--- src/rtl/lc3_mem_pkg.sv ---
// rtl/lc3_mem_pkg.sv - shared state encoding and defaults for the LC-3 memory access sequencer
package lc3_mem_pkg;

    localparam int TIMEOUT_DEFAULT = 16;

    typedef enum logic [2:0] {
        IDLE   = 3'd0,
        MAR    = 3'd1,
        ACCESS = 3'd2,
        LDMDR  = 3'd3,
        DONE   = 3'd4,
        TOUT   = 3'd5
    } state_e;

endpackage

--- src/rtl/mem_access_ctrl_if.sv ---
// rtl/mem_access_ctrl_if.sv - control-store request and MARMUX/MAR/MDR/memory strobe bundle
interface mem_access_ctrl_if;

    logic i_Start;
    logic i_Write;
    logic i_Trap;
    logic i_MemR;

    logic o_MarMuxControl;
    logic o_GateMarMux;
    logic o_LdMAR;
    logic o_MemEn;
    logic o_MemWE;
    logic o_LdMDR;
    logic o_Busy;
    logic o_Done;
    logic o_Err;

    modport master (
        output i_Start, i_Write, i_Trap, i_MemR,
        input  o_MarMuxControl, o_GateMarMux, o_LdMAR, o_MemEn, o_MemWE,
        input  o_LdMDR, o_Busy, o_Done, o_Err
    );

    modport slave (
        input  i_Start, i_Write, i_Trap, i_MemR,
        output o_MarMuxControl, o_GateMarMux, o_LdMAR, o_MemEn, o_MemWE,
        output o_LdMDR, o_Busy, o_Done, o_Err
    );

endinterface

--- src/rtl/mem_access_ctrl.sv ---
// rtl/mem_access_ctrl.sv - sequences one LC-3 memory access through MARMUX, MAR, memory and MDR
module mem_access_ctrl
    import lc3_mem_pkg::*;
#(
    parameter int TIMEOUT = TIMEOUT_DEFAULT
) (
    input  logic              i_Clk,
    input  logic              i_Rst_n,
    mem_access_ctrl_if.slave  bus
);

    localparam int             CW       = $clog2(TIMEOUT);
    localparam logic [CW-1:0]  CNT_LAST = CW'(TIMEOUT - 1);

    state_e           state_q, state_d;
    logic             write_q, write_d;
    logic             trap_q,  trap_d;
    logic [CW-1:0]    cnt_q,   cnt_d;

    logic mux_sel, gate_mar, ld_mar, mem_en, mem_we, ld_mdr, busy, done, err;

    always_ff @(posedge i_Clk or negedge i_Rst_n) begin
        if (!i_Rst_n) begin
            state_q <= IDLE;
            write_q <= 1'b0;
            trap_q  <= 1'b0;
            cnt_q   <= '0;
        end else begin
            state_q <= state_d;
            write_q <= write_d;
            trap_q  <= trap_d;
            cnt_q   <= cnt_d;
        end
    end

    always_comb begin
        state_d = state_q;
        write_d = write_q;
        trap_d  = trap_q;
        cnt_d   = cnt_q;
        case (state_q)
            IDLE: begin
                cnt_d = '0;
                if (bus.i_Start) begin
                    write_d = bus.i_Write;
                    trap_d  = bus.i_Trap;
                    state_d = MAR;
                end
            end
            MAR: state_d = ACCESS;
            ACCESS: begin
                // Ready on the final counted cycle still completes normally.
                if (bus.i_MemR) begin
                    state_d = write_q ? DONE : LDMDR;
                end else if (cnt_q == CNT_LAST) begin
                    state_d = TOUT;
                end else begin
                    cnt_d = cnt_q + CW'(1);
                end
            end
            LDMDR: state_d = DONE;
            DONE, TOUT: begin
                cnt_d   = '0;
                state_d = IDLE;
            end
            default: state_d = IDLE;
        endcase
    end

    always_comb begin
        mux_sel  = 1'b0;
        gate_mar = 1'b0;
        ld_mar   = 1'b0;
        mem_en   = 1'b0;
        mem_we   = 1'b0;
        ld_mdr   = 1'b0;
        busy     = (state_q != IDLE);
        done     = 1'b0;
        err      = 1'b0;
        case (state_q)
            MAR: begin
                mux_sel  = trap_q;
                gate_mar = 1'b1;
                ld_mar   = 1'b1;
            end
            ACCESS: begin
                mux_sel = trap_q;
                mem_en  = 1'b1;
                mem_we  = write_q;
            end
            LDMDR: begin
                mem_en = 1'b1;
                ld_mdr = 1'b1;
            end
            DONE: done = 1'b1;
            TOUT: begin
                done = 1'b1;
                err  = 1'b1;
            end
            default: ;
        endcase
    end

    assign bus.o_MarMuxControl = mux_sel;
    assign bus.o_GateMarMux    = gate_mar;
    assign bus.o_LdMAR         = ld_mar;
    assign bus.o_MemEn         = mem_en;
    assign bus.o_MemWE         = mem_we;
    assign bus.o_LdMDR         = ld_mdr;
    assign bus.o_Busy          = busy;
    assign bus.o_Done          = done;
    assign bus.o_Err           = err;

endmodule

--- src/flat_wrapper.sv ---
// flat-port wrapper written by rule: the top's interface ports become plain ports
module mem_access_ctrl_flat import lc3_mem_pkg::*;
#(
    parameter int TIMEOUT = TIMEOUT_DEFAULT
)
  (i_Clk, i_Rst_n, bus_i_Start, bus_i_Write, bus_i_Trap, bus_i_MemR, bus_o_MarMuxControl, bus_o_GateMarMux, bus_o_LdMAR, bus_o_MemEn, bus_o_MemWE, bus_o_LdMDR, bus_o_Busy, bus_o_Done, bus_o_Err);
  mem_access_ctrl_if bus_i ();
  input  logic i_Clk;
  input  logic i_Rst_n;
  input wire logic [$bits(bus_i.i_Start)-1:0] bus_i_Start;
  input wire logic [$bits(bus_i.i_Write)-1:0] bus_i_Write;
  input wire logic [$bits(bus_i.i_Trap)-1:0] bus_i_Trap;
  input wire logic [$bits(bus_i.i_MemR)-1:0] bus_i_MemR;
  output wire logic [$bits(bus_i.o_MarMuxControl)-1:0] bus_o_MarMuxControl;
  output wire logic [$bits(bus_i.o_GateMarMux)-1:0] bus_o_GateMarMux;
  output wire logic [$bits(bus_i.o_LdMAR)-1:0] bus_o_LdMAR;
  output wire logic [$bits(bus_i.o_MemEn)-1:0] bus_o_MemEn;
  output wire logic [$bits(bus_i.o_MemWE)-1:0] bus_o_MemWE;
  output wire logic [$bits(bus_i.o_LdMDR)-1:0] bus_o_LdMDR;
  output wire logic [$bits(bus_i.o_Busy)-1:0] bus_o_Busy;
  output wire logic [$bits(bus_i.o_Done)-1:0] bus_o_Done;
  output wire logic [$bits(bus_i.o_Err)-1:0] bus_o_Err;
  assign bus_i.i_Start = bus_i_Start;
  assign bus_i.i_Write = bus_i_Write;
  assign bus_i.i_Trap = bus_i_Trap;
  assign bus_i.i_MemR = bus_i_MemR;
  assign bus_o_MarMuxControl = bus_i.o_MarMuxControl;
  assign bus_o_GateMarMux = bus_i.o_GateMarMux;
  assign bus_o_LdMAR = bus_i.o_LdMAR;
  assign bus_o_MemEn = bus_i.o_MemEn;
  assign bus_o_MemWE = bus_i.o_MemWE;
  assign bus_o_LdMDR = bus_i.o_LdMDR;
  assign bus_o_Busy = bus_i.o_Busy;
  assign bus_o_Done = bus_i.o_Done;
  assign bus_o_Err = bus_i.o_Err;
  mem_access_ctrl #(.TIMEOUT(TIMEOUT)) u_core (.i_Clk(i_Clk), .i_Rst_n(i_Rst_n), .bus(bus_i));
endmodule
--- config.mk ---
export PLATFORM = sky130hd
export DESIGN_NAME = mem_access_ctrl_flat
export DESIGN_NICKNAME = d
export VERILOG_FILES = /design/src/rtl/lc3_mem_pkg.sv /design/src/rtl/mem_access_ctrl_if.sv /design/src/rtl/mem_access_ctrl.sv /design/src/flat_wrapper.sv
export SDC_FILE = /design/constraint.sdc
export NUM_CORES = 1
export LEC_CHECK = 0
export CORE_UTILIZATION = 38
export DETAILED_ROUTE_END_ITERATION = 10
export PLACE_DENSITY_LB_ADDON = 0.25
export SLEW_MARGIN = 20
export SYNTH_ARGS = -nofsm -noshare
export SYNTH_HDL_FRONTEND = slang
export SYNTH_SLANG_ARGS = --single-unit
export TNS_END_PERCENT = 5
--- constraint.sdc ---
create_clock -name i_Clk -period 1.45 [get_ports i_Clk]
set_input_delay 0.2175 -clock i_Clk [delete_from_list [all_inputs] [get_ports i_Clk]]
set_output_delay 0.2175 -clock i_Clk [all_outputs]
set_load 0.01 [all_outputs]
==> metrics.cfg, run 1 <==
[clock_network]
clk_latency_ns = 0.27
cts_root_buffer = clkbuf_4
path_clk_slew_ns = 0.06
cts_buffers = 3
cts_tree = yes
clk_path_buf_depth = 2
cts_max_level = 1
cts_sinks = 9

[worst_setup_path]
arrival_ns = 1.32
cp.required_ns = 1.23
critPathMaxFanout = 4
r2r-start = u_core.state_q[1]
crit_type = register to output port
crit_start = u_core.state_q[1]
start_kind = register
cp-end-kind = output port

[global_routing]
grt_pass1_vias = 477
grt_antenna_before_repair = 0
grt_util_all_layers = 0.192
grt_start_max_net_pins = 11
grt_pass1_wl_um = 2010
grt-ovfl-total = 0

[drt]
drt_pass1_iterations = 3
remaining_drc_errors = 0
wl_per_cell_um = 12.4
ant_nets = 0
vias = 542
viasPerCell = 5.37
drt_wl_total_um = 1260
drtIter0Drc = 5

[final_layout]
fin_cells = 101
area_delta_synth_final_pct = 35.7
layout.nets = 94
diodes = 0
fill_cells = 126
drive_gt1_frac = 0.372

[floorplanning]
start_util = 0.431
core_mm2 = 0.00137
rows = 13
die-height_um = 41.4
io_pins = 15
die_area_mm2 = 0.00171
die_w_um = 41.4

[synth]
ys.flop_type = dfrtp_1
synthDistinctLibCells = 29
synth_commonest_cells = 9 x dfrtp_1, 6 x nand2_1, 4 x nor2_1
yosysSeqAreaShare = 0.382
yosys.area.top_type = dfrtp_1
netlist_instances = 62
syn-num-nets = 69
synth_top_area_share = 0.382
synth-seq-cells = 9
async_flop_share = 1.00
synthTopCellsByArea = dfrtp_1 38%, buf_4 3.8%, buf_6 3.8%
yosysMostFrequentCell = dfrtp_1
syn_area_per_cell_um2 = 9.51
synth_edf_count = 0
yosys_warnings = 0
synth_area_um2 = 589

[worst_hold_path]
hold_path.class = input port to async pin

[sta]
final-setup-viol-count = 5
slew-limit-headroom = 0.712
slew_viol_final = 0
layout_min_cycle_time_ns = 1.54
hold_viol_final = 0
post-route-period-util = 1.06
tightest_slew_ns = 0.430
finalWorstSetupSlack_ns = -0.0888
finalClockSkew_ns = 0.000780
grt_setup_unrepaired = yes
fmax_mhz = 650

[placed_design]
routabilityCongestion = 0.817
place_ws_ns = -0.211
place_hpwl_um = 896
dpl.cell_count = 95
io_buffers = 14

[power]
pwr-share-seq = 0.285
total_power_mw = 1.38
power.density_mw_per_mm2 = 1730
pwr-share-clk = 0.145
combPwrFrac = 0.571
netSwitchingFraction = 0.383
vdd_drop_max_uv = 873
net-switching-power_mw = 0.529
leakage_nw = 0.361
internal_power_mw = 0.852

[outcome]
outcome = finished, violations left
violations = negative setup slack

[run]
drv_cap = 0

-- registers in the layout (all words and copies together) (netlist names) --
name            cells
u_core.cnt_q        4
u_core.state_q      3
u_core.trap_q       1
u_core.write_q      1
-- metal layers --
metal  track usage  vias up  part of all wire
li1              -      276                 -
met1         0.224      251              0.44
met2         0.301       11              0.48
met3        0.0798        4             0.053
met4        0.0968        0             0.025
met5             0        -                 0
-- worst max-delay path, stage by stage, from the launching register on --
cell     delay [ns]
dfrtp_1        0.41
buf_6          0.14
or3_4          0.36
buf_2          0.15
-- cells by family after synthesis --
kind of cell | count (synthesis) | share of synthesized area
adders and majority gates | 1 | 0.0212
AOI/OAI and AO/OA | 12 | 0.151
muxes | 3 | 0.0573
and+or+nand+nor | 30 | 0.299
buffers and inverters | 7 | 0.0892
DFF | 9 | 0.382
-- cell usage in the layout (no fill, tap or decap), drive strengths merged, types with 3 or more instances in the layout --
cell / synthesis / layout
clkbuf: 0 / 6
clkdlybuf4s50: 0 / 5
nor2b: 3 / 3
mux2: 3 / 3
dfrtp: 9 / 9
nand3: 4 / 4
buf: 5 / 16
nor2: 4 / 4
nand2: 6 / 6
nand2b: 3 / 3
-- path summary, 6_finish.rpt --
path / to / depth (start not counted) / slack [ns]
max: bus_o_Busy / 3 / -0.09
min: u_core.write_q / 1 / 0.25
max reg2reg: u_core.write_q / 4 / -0.05
min reg2reg: u_core.trap_q / 1 / 0.50
max in group asynchronous: u_core.state_q[2] / 1 / 0.87
min in group i_Clk: u_core.trap_q / 1 / 0.50
-- per-stage QoR --
stage / util / instance area (um2) / hold WS (ns) / TNS [ns]
CTS: 0.595 / 813 / 0.264 / -0.638
detailed placement: 0.564 / 771 / 0.485 / -1.22
finish: 0.585 / 800 / 0.253 / -0.257
global route: 0.585 / 800 / 0.276 / -0.748
floorplan: - / 589 / -0.0781 / 0
global placement: 0.564 / 771 / 0.470 / -1.04
-- repair_timing --
item | 4_1_cts | 5_1_grt
hold buffers | 0 | 0
pin swaps | 0 | 0
endpoints found under the setup margin | 12 | 10
setup buffers | 2 | 0
gates resized for setup | 25 | 12
-- layout make-up --
type / count / area [um2] / area share
inverters: 2 / 7.51 / 0.00939
well taps: 15 / 18.8 / 0.0235
clock buffers: 4 / 26.3 / 0.0329
multi-input cells: 46 / 332 / 0.415
flip-flops and latches: 9 / 226 / 0.283
repair buffers: 25 / 189 / 0.236
-- power groups by stage --
stage          sequential (mW)  clock, mW  combinational [mW]
3_3_place_gp             0.398          0               0.774
3_5_place_dp             0.400          0               0.780
4_1_cts                  0.390      0.204               0.781
2_1_floorplan            0.385          0               0.474
5_1_grt                  0.408      0.223               0.864
6_report                 0.393      0.200               0.788
Power figures use the tool's default switching activity.
==> run 2: changes to the inputs <==
--- a/config.mk
+++ b/config.mk
@@ -5,6 +5,7 @@
 export SDC_FILE = /design/constraint.sdc
 export NUM_CORES = 1
 export LEC_CHECK = 0
+export CAP_MARGIN = 20
 export CORE_UTILIZATION = 38
 export DETAILED_ROUTE_END_ITERATION = 10
 export PLACE_DENSITY_LB_ADDON = 0.25
==> results of run 2 <==
The final DEF is identical to that of run 1; final timing and power are the same.
